===== config.mk =====
export PLATFORM = sky130hd
export DESIGN_NAME = bcd_serial_seq
export DESIGN_NICKNAME = d
export VERILOG_FILES = /design/src/rtl/bcd_serial_seq.sv
export SDC_FILE = /design/constraint.sdc
export NUM_CORES = 1
export LEC_CHECK = 0
export ABC_CLOCK_PERIOD_IN_PS = 5000
export CAP_MARGIN = 10
export CORE_MARGIN = 2
export CORE_UTILIZATION = 30
export CTS_CLUSTER_SIZE = 28
export DETAILED_ROUTE_END_ITERATION = 8
export DONT_BUFFER_PORTS = 1
export GPL_ROUTABILITY_DRIVEN = 0
export PLACE_DENSITY = 0.42
export SETUP_SLACK_MARGIN = 0.1
export SKIP_LAST_GASP = 1
export SLEW_MARGIN = 0
export SYNTH_ARGS = -nofsm -noshare
export SYNTH_HDL_FRONTEND = slang
export SYNTH_SLANG_ARGS = --single-unit

===== constraint.sdc =====
create_clock -name clk -period 5 [get_ports clk]
set_clock_uncertainty 0.15 [all_clocks]
set_input_delay 1.25 -clock clk [delete_from_list [all_inputs] [get_ports clk]]
set_output_delay 1.25 -clock clk [all_outputs]
set_load 0.02 [all_outputs]

===== src/rtl/bcd_serial_seq.sv =====
// bcd_serial_seq: serial BCD adder, one digit per clock from digit 0 upward.
// Optional BCD_SEQ_DIGIT_CHECK_EN adds a sticky invalid-digit flag on err.
module bcd_serial_seq #(
    parameter int DIGITS = 4
) (
    input  logic                  clk,
    input  logic                  rst,
    input  logic                  start,
    input  logic [4*DIGITS-1:0]   a,
    input  logic [4*DIGITS-1:0]   b,
    input  logic                  cin,
    output logic                  busy,
    output logic                  done,
    output logic [4*DIGITS-1:0]   sum,
    output logic                  cout,
    output logic                  err
);
    localparam int IW = (DIGITS > 1) ? $clog2(DIGITS) : 1;
    typedef enum logic [1:0] {IDLE, RUN, DONE} state_t;
    state_t              r_state, w_next;
    logic [4*DIGITS-1:0] r_a, r_b, r_sum;
    logic [IW-1:0]       r_idx;
    logic                r_carry, r_cout;
    logic [3:0]          w_da, w_db, w_dig;
    logic [4:0]          w_t;
    logic                w_gt, w_last, w_accept;
    assign w_da     = r_a[{r_idx, 2'b00} +: 4];
    assign w_db     = r_b[{r_idx, 2'b00} +: 4];
    assign w_t      = {1'b0, w_da} + {1'b0, w_db} + {4'b0, r_carry};
    assign w_gt     = w_t > 5'd9;
    assign w_dig    = w_gt ? w_t[3:0] + 4'd6 : w_t[3:0];
    assign w_last   = r_idx == IW'(DIGITS - 1);
    assign w_accept = start && (r_state != RUN);
    always_comb begin
        w_next = r_state;
        case (r_state)
            IDLE:    w_next = start ? RUN : IDLE;
            RUN:     w_next = w_last ? DONE : RUN;
            DONE:    w_next = start ? RUN : IDLE;
            default: w_next = IDLE;
        endcase
    end
    always_ff @(posedge clk) begin
        if (rst) begin
            r_state <= IDLE;
            r_a     <= '0;
            r_b     <= '0;
            r_carry <= 1'b0;
            r_idx   <= '0;
            r_sum   <= '0;
            r_cout  <= 1'b0;
        end else begin
            r_state <= w_next;
            if (w_accept) begin
                r_a     <= a;
                r_b     <= b;
                r_carry <= cin;
                r_idx   <= '0;
                r_sum   <= '0;
                r_cout  <= 1'b0;
            end else if (r_state == RUN) begin
                r_sum[{r_idx, 2'b00} +: 4] <= w_dig;
                r_carry <= w_gt;
                r_idx   <= w_last ? '0 : r_idx + 1'b1;
                if (w_last) r_cout <= w_gt;
            end
        end
    end
`ifdef BCD_SEQ_DIGIT_CHECK_EN
    logic r_err;
    always_ff @(posedge clk) begin
        if (rst || w_accept) r_err <= 1'b0;
        else if (r_state == RUN && (w_da > 4'd9 || w_db > 4'd9)) r_err <= 1'b1;
    end
    assign err = r_err;
`else
    assign err = 1'b0;
`endif
    assign busy = r_state == RUN;
    assign done = r_state == DONE;
    assign sum  = r_sum;
    assign cout = r_cout;
endmodule


-- Yosys cells after proc, flatten, opt, wreduce, memory -nomap -nowiden
Index checks and enable logic that the tools add are counted.
- bits in registers: 54
- latch bits: 0
- RAM bits: 0
- memory bits (read-only): 0
- output and inout bits: 20
- logic and storage cells: 35
- memories kept: 0
- add/sub/neg operators: 5
- $mul: 0
- divide/modulo/power cells: 0
- order comparisons: 1
- equality and inequality tests: 4
- shift operators: 4
- muxes and demuxes: 8
- bitwise operators: 0
- reductions and logical operators: 6
- operators with widths (operator ; count):
    $shiftx 16x5->4 ; 2
    $bwmux 16 ; 1
    $shift 4x6->16 const A ; 1
    $shiftx 4x6->16 ; 1
    $neg 4->6 ; 1
    $add 4x4->5 ; 1
    $add 5x1->5 ; 1
    $gt 5x4->1 const B ; 1
    $add 4x3->4 const B ; 1
    $eq 2x2->1 const B ; 2
    $mux 2 ; 2
    $mux 4 ; 1
    $pmux 2 s2 ; 1
    $reduce_or 2->1 ; 2
    $mux 1 ; 3
    $add 2x1->2 const B ; 1
    $eq 2x1->1 const B ; 1
    $logic_not 2->1 ; 1
    $ne 2x1->1 const B ; 1
    $reduce_and 2->1 ; 1
    $reduce_bool 2->1 ; 1
    $logic_and 1x1->1 ; 1

-- Longest topological paths before layout
Gate-level depths: netlist of run 1.
- word-level depth: 7
- gate-level depth with buffers: 13
- depth with buffers taken out: 12

-- Worst setup path after synthesis of run 1
OpenSTA, ideal clock, no wires.
- path type: reg-to-reg
- start point: register r_idx[0]
- end point: register r_sum[10] (netlist: sum[10])
- setup time: 0.070 ns
- data arrival time: 3.226 ns
- slack: 1.554 ns
- cell stages (with the launch flop): 11
- buffers on the path: 1
- cell sequence: dfxtp_1 -> buf_4 -> mux4_2 -> fa_1 -> inv_1 -> fa_1 -> ha_1 -> a21boi_0 -> o311a_1 -> o21ai_0 -> a21oi_1
- longest elaborated chain between the ends: 7
- elaborated cells on any way between the ends: 11
- RTL lines (item ; RTL line ; RTL):
    from (decl) ; 22 ; logic [IW-1:0] r_idx;
    from (signal assigned) ; 64 ; r_idx <= w_last ? '0 : r_idx + 1'b1;
    $shiftx 16x5->4, on equally long branches ; 27, 28 ;
    $add 4x4->5 ; 29 ; assign w_t = {1'b0, w_da} + {1'b0, w_db} + {4'b0, r_carry};
    $add 5x1->5 ; 29 ;
    $add 4x3->4 or $gt 5x4->1 (tied branches) ; 31, 30 ;
    $mux 4 ; 31 ; assign w_dig = w_gt ? w_t[3:0] + 4'd6 : w_t[3:0];
    $shiftx 4x6->16 ; 62 ; r_sum[{r_idx, 2'b00} +: 4] <= w_dig;
    $bwmux 16 * ; 62 ;
    to (signal, indexed assignment) ; 62 ;
    to (decl) ; 21 ; logic [4*DIGITS-1:0] r_a, r_b, r_sum;
Every way passes the cells marked *; elsewhere a longest branch is shown, timed or not.
A chain may end at the register's enable or synchronous reset.

-- Worst setup path after layout of run 1
- start point: register r_idx[0]
- end point: register r_cout (netlist: cout)
- longest elaborated chain between the ends: 4
- elaborated cells on any way between the ends: 7
- RTL lines (item ; RTL line ; RTL):
    $shiftx 16x5->4, on equally long branches ; 27, 28 ;
    $add 4x4->5 ; 29 ;
    $add 5x1->5 ; 29 ;
    $gt 5x4->1 ; 30 ; assign w_gt = w_t > 5'd9;
    to (signal assigned) ; 65 ; if (w_last) r_cout <= w_gt;
    to (decl) ; 23 ; logic r_carry, r_cout;
Parallel ways exist; a longest one is shown, timed or not.

==> results.py, run 1 <==
metrics = {
    "outcome": {
        "run_status": "completed",
    },
    "clock_tree": {
        "worst_skew_pair.late_latency_ps": 320,
        "cts_tree": "done",
        "cts_repair_resize_count": 0,
        "deepest_level_of_the_cts_h_tree": 2,
        "post_cts.repair.setup_buffers": 0,
        "cts_hold_buf": 0,
        "clock_sinks": 54,
        "clk_path_buf_depth": 2,
        "cts_made_buffers": 5,
        "cts.root.buffer_cell": "sky130_fd_sc_hd__clkbuf_8",
        "clk_pin_slew_ps": 110,
    },
    "yosys": {
        "netlist_area_um2": 2660,
        "synth_area_per_cell_um2": 8.70,
        "synthFlopType": "sky130_fd_sc_hd__dfxtp_1",
        "synth_top_cell_by_area": "sky130_fd_sc_hd__dfxtp_1",
        "synth-edff-count": 0,
        "synth.most_common_cell": "sky130_fd_sc_hd__nand2_1",
        "ys_seq_elements": 54,
        "syn_inst": 306,
        "synth_async_sr_flop_share_pct": 0,
        "synth.top_cells.by_count": "sky130_fd_sc_hd__nand2_1 (78), sky130_fd_sc_hd__dfxtp_1 (54), sky130_fd_sc_hd__a21oi_1 (46), sky130_fd_sc_hd__nor2_1 (13), sky130_fd_sc_hd__ha_1 (11)",
        "synth_nets": 355,
        "synth.area.top_cells": "sky130_fd_sc_hd__dfxtp_1 (41%), sky130_fd_sc_hd__nand2_1 (11%), sky130_fd_sc_hd__a21oi_1 (8.7%)",
        "ys.warnings.count": 0,
        "number_of_unique_standard_cell_types_used_by_synthesis": 51,
        "synth_top_cell_area_share_pct": 40.6,
        "synth_sequential_area_ratio_pct": 40.6,
    },
    "routing": {
        "post_drt_wl_per_cell_um": 16.4,
        "drt_pass1_iterations": 4,
        "drt_wl_total_um": 6620,
        "initialDrtViolationCount": 95,
        "via_count": 2069,
        "ant_nets": 0,
        "remaining_drc_errors": 0,
        "vias_per_cell": 5.11,
    },
    "finish": {
        "multi_input_area_um2": 1460,
        "fillCellCount": 925,
        "net_count_of_the_finished_layout": 345,
        "finish.utilization_pct": 32.5,
        "syn_to_final_growth_pct": 5.88,
        "final-seq-area_um2": 1080,
        "antenna_cells_inserted": 0,
        "fraction_of_final_layout_cells_sized_beyond_drive_strength_1_pct": 9.09,
    },
    "setup_path": {
        "reg2reg_from": "r_idx[0]",
        "worst_ep_required_time_ps": 5030,
        "r2r_slack_ps": 760,
        "critPathArrivalTime_ps": 4270,
        "timing.reg2reg.worst_path_depth": 9,
        "timing_worst_setup_path_type": "register to register",
        "crit_path_end_kind": "register",
        "startpoint_class": "register",
        "crit-reg2reg-capture": "cout",
        "crit_fanout": 17,
    },
    "floorplanning": {
        "io_pins": 56,
        "starting_density_of_the_core_pct": 30.7,
        "placement_rows": 34,
        "design.die.area_um2": 9640,
        "die_y_um": 98.2,
        "die_boundary_width_um": 98.2,
        "placeableCoreArea_um2": 8680,
    },
    "sta": {
        "grt_setup_unrepaired": "no",
        "post-route-min-period_ps": 4240,
        "fin_crit_sh_pct": 84.9,
        "max_clock_freq_mhz": 236,
        "final.setup.tns_ps": 0,
        "finalSetupViolCount": 0,
        "timing.final.max_slew_violations": 0,
        "tightest_slew_ps": 1090,
        "slew_headroom_pct": 27.4,
        "hold_viol_final": 0,
    },
    "pwr": {
        "switchingPower_uw": 267,
        "switching_share_pct": 30.6,
        "pwr_density_cell_nw_per_um2": 309,
        "share_comb_of_total_power_pct": 17.3,
        "peak_vdd_ir_mv": 0.112,
        "static_leak_nw": 0.986,
        "intPower_uw": 604,
        "power.clock.fraction_pct": 29.3,
        "share_of_power_burned_in_registers_pct": 53.4,
    },
    "global_routing": {
        "grt_first_pass_wirelength_um": 11000,
        "number_of_antenna_violations_at_the_first_check_in_global_routing": 0,
        "grt.overflow.total": 0,
        "via_count_of_the_first_global_routing_pass": 2065,
        "track_usage_pct": 14.2,
        "grt_max_degree": 38,
    },
    "hold_path": {
        "hold_path_end": "r_a[2]",
        "min_delay_path_depth": 2,
        "worst_hold_startpoint": "r_a[2]",
        "min_path_type": "register to register",
    },
    "run": {
        "maxCapViolations": 0,
    },
    "place": {
        "place.port_buffers": 0,
        "dp.final_hpwl_um": 4730,
    },
}
critical path, cell delays in order (launching register included):
cell	delay (ps)
sky130_fd_sc_hd__dfxtp_1	910
sky130_fd_sc_hd__mux4_2	610
sky130_fd_sc_hd__fa_1	430
sky130_fd_sc_hd__inv_1	80
sky130_fd_sc_hd__fa_1	630
sky130_fd_sc_hd__ha_1	290
sky130_fd_sc_hd__a21boi_0	490
sky130_fd_sc_hd__nor3_4	130
sky130_fd_sc_hd__a21oi_1	250
sky130_fd_sc_hd__a311oi_1	130
logic make-up after synthesis:
logic type | synth area share, %
AND/OR/NAND/NOR | 22.5
AO/OA/AOI/OAI | 16.6
flip-flops | 40.6
buffers and inverters | 4.51
adder cells (fa/ha/maj) | 6.68
multiplexers | 8.65
other | 0.141
XOR/XNOR | 0.329
area by class of cell:
class                      instances  share of cell area, %
clock buffer                       5                   2.44
clock inverter                     3                  0.844
inverter                           9                   1.20
multi-input combinational        224                   51.8
sequential                        54                   38.4
tap                              108                   4.80
timing repair buffer               2                  0.533
power by group through the flow:
stage          registers, mW  logic [mW]  clock network [mW]
4_1_cts                0.466       0.152               0.266
3_3_place_gp           0.475       0.151                   0
2_1_floorplan          0.468       0.129                   0
6_report               0.465       0.150               0.255
3_5_place_dp           0.475       0.151                   0
5_1_grt                0.469       0.171               0.286
state kept, by name (all words and copies together) (netlist names):
name,count
sum,16
r_a,16
cout,1
r_carry,1
r_idx,2
r_b,16
r_state,2
cells in the final DEF, fill, tap and decap left out, types with 2 or more instances in the layout:
cell and n:
sky130_fd_sc_hd__ha_1 11, sky130_fd_sc_hd__nand2_1 78, sky130_fd_sc_hd__a21oi_1 46, sky130_fd_sc_hd__buf_4 2, sky130_fd_sc_hd__dfxtp_1 54, sky130_fd_sc_hd__a32oi_1 4
sky130_fd_sc_hd__nor2b_1 2, sky130_fd_sc_hd__clkinvlp_4 2, sky130_fd_sc_hd__fa_1 2, sky130_fd_sc_hd__mux4_2 8, sky130_fd_sc_hd__and3_1 4, sky130_fd_sc_hd__mux2i_1 5
sky130_fd_sc_hd__nand3b_2 2, sky130_fd_sc_hd__inv_1 8, sky130_fd_sc_hd__a211oi_1 2, sky130_fd_sc_hd__o31ai_1 2, sky130_fd_sc_hd__o21ai_0 5, sky130_fd_sc_hd__clkbuf_8 5
sky130_fd_sc_hd__nor2_1 13, sky130_fd_sc_hd__nand3_1 6, sky130_fd_sc_hd__o21ai_1 2, sky130_fd_sc_hd__nand2b_1 2, sky130_fd_sc_hd__a22oi_1 4
how the worst max path moves through the flow:
stage / slack (ps) / startpoint / endpoint
2_1_floorplan: 1550 / r_idx[0] / sum[10]
3_3_place_gp: 850 / r_idx[0] / cout
3_5_place_dp: 770 / r_idx[0] / cout
4_1_cts: 730 / r_idx[0] / cout
5_1_grt: 450 / r_idx[0] / sum[10]
6_report: 760 / r_idx[0] / cout
through the flow:
step,hold WS (ps),cells,instance area (µm²),total power [mW],setup slack [ps]
after CTS,307,405,2820,0.884,730
after floorplan,283,306,2660,0.597,1550
after global placement,290,397,2730,0.627,847
after detailed placement,291,397,2730,0.627,768
final,304,405,2820,0.871,756
after global routing,334,405,2820,0.925,449
per-layer routing:
metal  GRT usage (%)  wire (µm)
met5               0          0
met4            3.79         68
met3            3.58        329
met2            21.7       2890
met1            20.2       3340
(Power assumes the default switching activity.)
==> run 2, diff against run 1 <==
--- a/config.mk
+++ b/config.mk
@@ -5,7 +5,8 @@
 export SDC_FILE = /design/constraint.sdc
 export NUM_CORES = 1
 export LEC_CHECK = 0
-export ABC_CLOCK_PERIOD_IN_PS = 5000
+export ABC_AREA = 1
+export ABC_CLOCK_PERIOD_IN_PS = 4100
 export CAP_MARGIN = 10
 export CORE_MARGIN = 2
 export CORE_UTILIZATION = 30
==> constraint.sdc (replaced) <==
create_clock -name clk -period 4.1 [get_ports clk]
set_clock_uncertainty 0.15 [all_clocks]
set_input_delay 1.025 -clock clk [delete_from_list [all_inputs] [get_ports clk]]
set_output_delay 1.025 -clock clk [all_outputs]
set_load 0.02 [all_outputs]
==> run 2 against run 1 <==
Compared with the run above:
- clock-buffer cell count rose by 2
- highest routed layer unchanged
- register-to-register slack improved by 100 ps
- wire length rose by 3.1%
- final area fell by 0.62%
- first-iteration DRC count rose by 22%
- global-route usage rose by 0.79 points
- sequential power rose by 25%
- die area fell by 2.1%
==> results.py, run 2 <==
metrics = {
    "outcome": {
        "run_status": "completed",
    },
    "clock_tree": {
        "clk_pin_slew_ps": 100,
        "post_cts.repair.setup_buffers": 0,
        "cts_hold_buf": 0,
        "cts_made_buffers": 5,
        "cts_repair_resize_count": 0,
        "worst_skew_pair.late_latency_ps": 310,
        "deepest_level_of_the_cts_h_tree": 2,
        "cts_tree": "done",
        "clk_path_buf_depth": 2,
        "cts.root.buffer_cell": "sky130_fd_sc_hd__clkbuf_8",
        "clock_sinks": 54,
    },
    "finish": {
        "multi_input_area_um2": 1340,
        "layout.cells.most_common": "sky130_fd_sc_hd__nor2_1",
        "most_used_cells_in_the_layout_excluding_fill_and_tap_cells": "sky130_fd_sc_hd__nor2_1 (89), sky130_fd_sc_hd__dfxtp_1 (54), sky130_fd_sc_hd__o21ai_0 (47), sky130_fd_sc_hd__nand2_1 (41), sky130_fd_sc_hd__inv_1 (24)",
        "finish.utilization_pct": 33.7,
        "final-seq-area_um2": 1080,
        "syn_to_final_growth_pct": 7.54,
        "fillCellCount": 917,
        "finalInstanceArea_um2": 2800,
        "layoutNonFillerInstCount": 458,
        "fraction_of_final_layout_cells_sized_beyond_drive_strength_1_pct": 9.35,
        "antenna_cells_inserted": 0,
        "net_count_of_the_finished_layout": 401,
    },
    "routing": {
        "initialDrtViolationCount": 116,
        "ant_nets": 0,
        "drt_wl_total_um": 6830,
        "remaining_drc_errors": 0,
        "post_drt_wl_per_cell_um": 14.9,
        "vias_per_cell": 4.85,
        "drt_pass1_iterations": 4,
        "via_count": 2220,
    },
    "setup_path": {
        "crit_fanout": 14,
        "cpMaxStageDelayCell": "sky130_fd_sc_hd__fa_1",
        "timing.reg2reg.worst_path_depth": 16,
        "timing_worst_setup_path_type": "register to register",
        "crit-reg2reg-capture": "sum[5]",
        "crit_path_end_kind": "register",
        "startpoint_class": "register",
        "critical-path-max-stage-delay_ps": 490,
        "cell_chain_of_the_critical_path": "inv_1 > o21ai_0 > o22ai_1 > fa_1 > inv_1 > fa_1 > ha_1 > inv_1 > a21oi_1 > a21oi_2 > nand2_2 > nand2_4 > nand2_2 > nand2_2 > nand4_1 > a21oi_1",
        "worst_ep_required_time_ps": 4200,
        "critPathArrivalTime_ps": 3340,
        "reg2reg_from": "r_idx[0]",
        "r2r_slack_ps": 860,
    },
    "sta": {
        "finalSetupViolCount": 0,
        "postLayoutSetupSlackWorst_ps": 858,
        "grt_setup_unrepaired": "no",
        "post-route-min-period_ps": 3240,
        "timing.hold.ws_ps": 376,
        "hold_viol_final": 0,
        "timing.final.max_slew_violations": 0,
        "max_clock_freq_mhz": 308,
        "final.setup.tns_ps": 0,
        "tightest_slew_ps": 584,
        "fin_crit_sh_pct": 79.1,
        "slew_headroom_pct": 61.0,
    },
    "pwr": {
        "share_comb_of_total_power_pct": 24.0,
        "peak_vdd_ir_mv": 0.140,
        "share_of_power_burned_in_registers_pct": 46.8,
        "switchingPower_uw": 401,
        "intPower_uw": 836,
        "pwr_density_cell_nw_per_um2": 442,
        "total_power_mw": 1.24,
        "static_leak_nw": 1.19,
        "power.clock.fraction_pct": 29.2,
        "switching_share_pct": 32.4,
    },
    "place": {
        "dp_cells": 450,
        "placement.setup.worst_slack_ps": 880,
        "placed_cell_area_um2": 2690,
        "place.port_buffers": 0,
        "dp.final_hpwl_um": 4860,
    },
    "run": {
        "maxCapViolations": 0,
    },
    "global_routing": {
        "grtUsageMet1_pct": 21.6,
        "track_usage_pct": 15.0,
        "globalRouteMet2Util_pct": 22.9,
        "number_of_antenna_violations_at_the_first_check_in_global_routing": 0,
        "grt.overflow.total": 0,
        "global_route.usage.met3_pct": 3.09,
        "grt_most_used_layer": "met2",
        "via_count_of_the_first_global_routing_pass": 2261,
        "grt_first_pass_wirelength_um": 11700,
        "grt_max_degree": 35,
    },
    "floorplanning": {
        "die_y_um": 97.2,
        "starting_density_of_the_core_pct": 31.4,
        "design.die.area_um2": 9440,
        "io_pins": 56,
        "die_boundary_width_um": 97.2,
        "placeableCoreArea_um2": 8300,
        "placement_rows": 33,
    },
    "yosys": {
        "synth_area_per_cell_um2": 7.29,
        "synthFlopType": "sky130_fd_sc_hd__dfxtp_1",
        "synth.most_common_cell": "sky130_fd_sc_hd__nor2_1",
        "synth_async_sr_flop_share_pct": 0,
        "synth_top_cell_by_area": "sky130_fd_sc_hd__dfxtp_1",
        "syn_inst": 357,
        "synth_nets": 406,
        "synth_top_cell_area_share_pct": 41.5,
        "synth_sequential_area_ratio_pct": 41.5,
        "synth.area.top_cells": "sky130_fd_sc_hd__dfxtp_1 (42%), sky130_fd_sc_hd__nor2_1 (13%), sky130_fd_sc_hd__o21ai_0 (9.0%)",
        "synth-edff-count": 0,
        "ys.warnings.count": 0,
        "ys_seq_elements": 54,
        "number_of_unique_standard_cell_types_used_by_synthesis": 28,
        "synth.top_cells.by_count": "sky130_fd_sc_hd__nor2_1 (89), sky130_fd_sc_hd__dfxtp_1 (54), sky130_fd_sc_hd__o21ai_0 (47), sky130_fd_sc_hd__nand2_1 (41), sky130_fd_sc_hd__inv_1 (24)",
        "netlist_area_um2": 2600,
    },
    "hold_path": {
        "hold_path_end": "r_b[4]",
        "worst_hold_startpoint": "r_b[4]",
        "min_delay_path_depth": 2,
        "min_path_type": "register to register",
    },
}
## run 2: changes by cell type in the layout (fill, tap and decap cells not counted), moves of 8 or more
cell,delta
sky130_fd_sc_hd__o21ai_0,+42
sky130_fd_sc_hd__nand2_2,+11
sky130_fd_sc_hd__mux4_2,-8
sky130_fd_sc_hd__nor2_1,+76
sky130_fd_sc_hd__inv_1,+16
sky130_fd_sc_hd__a21oi_1,-25
sky130_fd_sc_hd__nand2_1,-37
## run 2: worst max-delay path by stage
stage          startpoint       to  slack (ps)  depth (start not counted)
2_1_floorplan    r_idx[0]   sum[7]         880                         19
3_3_place_gp     r_idx[1]   sum[5]         930                         18
3_5_place_dp     r_idx[0]   sum[5]         880                         16
4_1_cts          r_idx[0]   sum[5]         850                         16
5_1_grt          r_idx[1]  sum[15]         530                         17
6_report         r_idx[0]   sum[5]         860                         16
## run 2: metal layers
layer / wire, µm / vias up
met5: 0 / -
met4: 80 / 0
met3: 287 / 7
met2: 2890 / 50
met1: 3570 / 1011
li1: - / 1152
## run 2: critical path, delay by kind of cell, from the launching register on
family / cells / cell delay [ps]
buffers and inverters: 3 / 380
AOI/OAI and AO/OA: 5 / 670
adders and majority gates: 3 / 1170
DFF: 1 / 340
and+or+nand+nor: 5 / 440
## run 2: cell type report
cell class / instances / area share (%)
clock buffers: 7 / 2.73
clock inverters: 1 / 1.07
inverters: 26 / 3.57
multi-input cells: 260 / 48.0
flip-flops and latches: 54 / 38.6
well taps: 105 / 4.69
repair buffers: 5 / 1.34
## run 2: cells by family (layout without fill, tap and decap cells)
logic type      Yosys count  after routing  share of synthesized area [%]
compound gates           80             80                           16.4
flops                    54             54                           41.5
buf+inv                  43             39                           6.87
mux                       1              1                          0.384
fa+ha+maj                13             13                           6.82
other cells               1              1                          0.144
simple gates            165            165                           27.9
## run 2: power groups by stage
stage / Sequential (mW) / Combinational, mW / Clock (mW)
6_report: 0.580 / 0.296 / 0.361
3_3_place_gp: 0.592 / 0.296 / 0
4_1_cts: 0.580 / 0.299 / 0.376
3_5_place_dp: 0.591 / 0.298 / 0
5_1_grt: 0.584 / 0.341 / 0.396
2_1_floorplan: 0.585 / 0.236 / 0
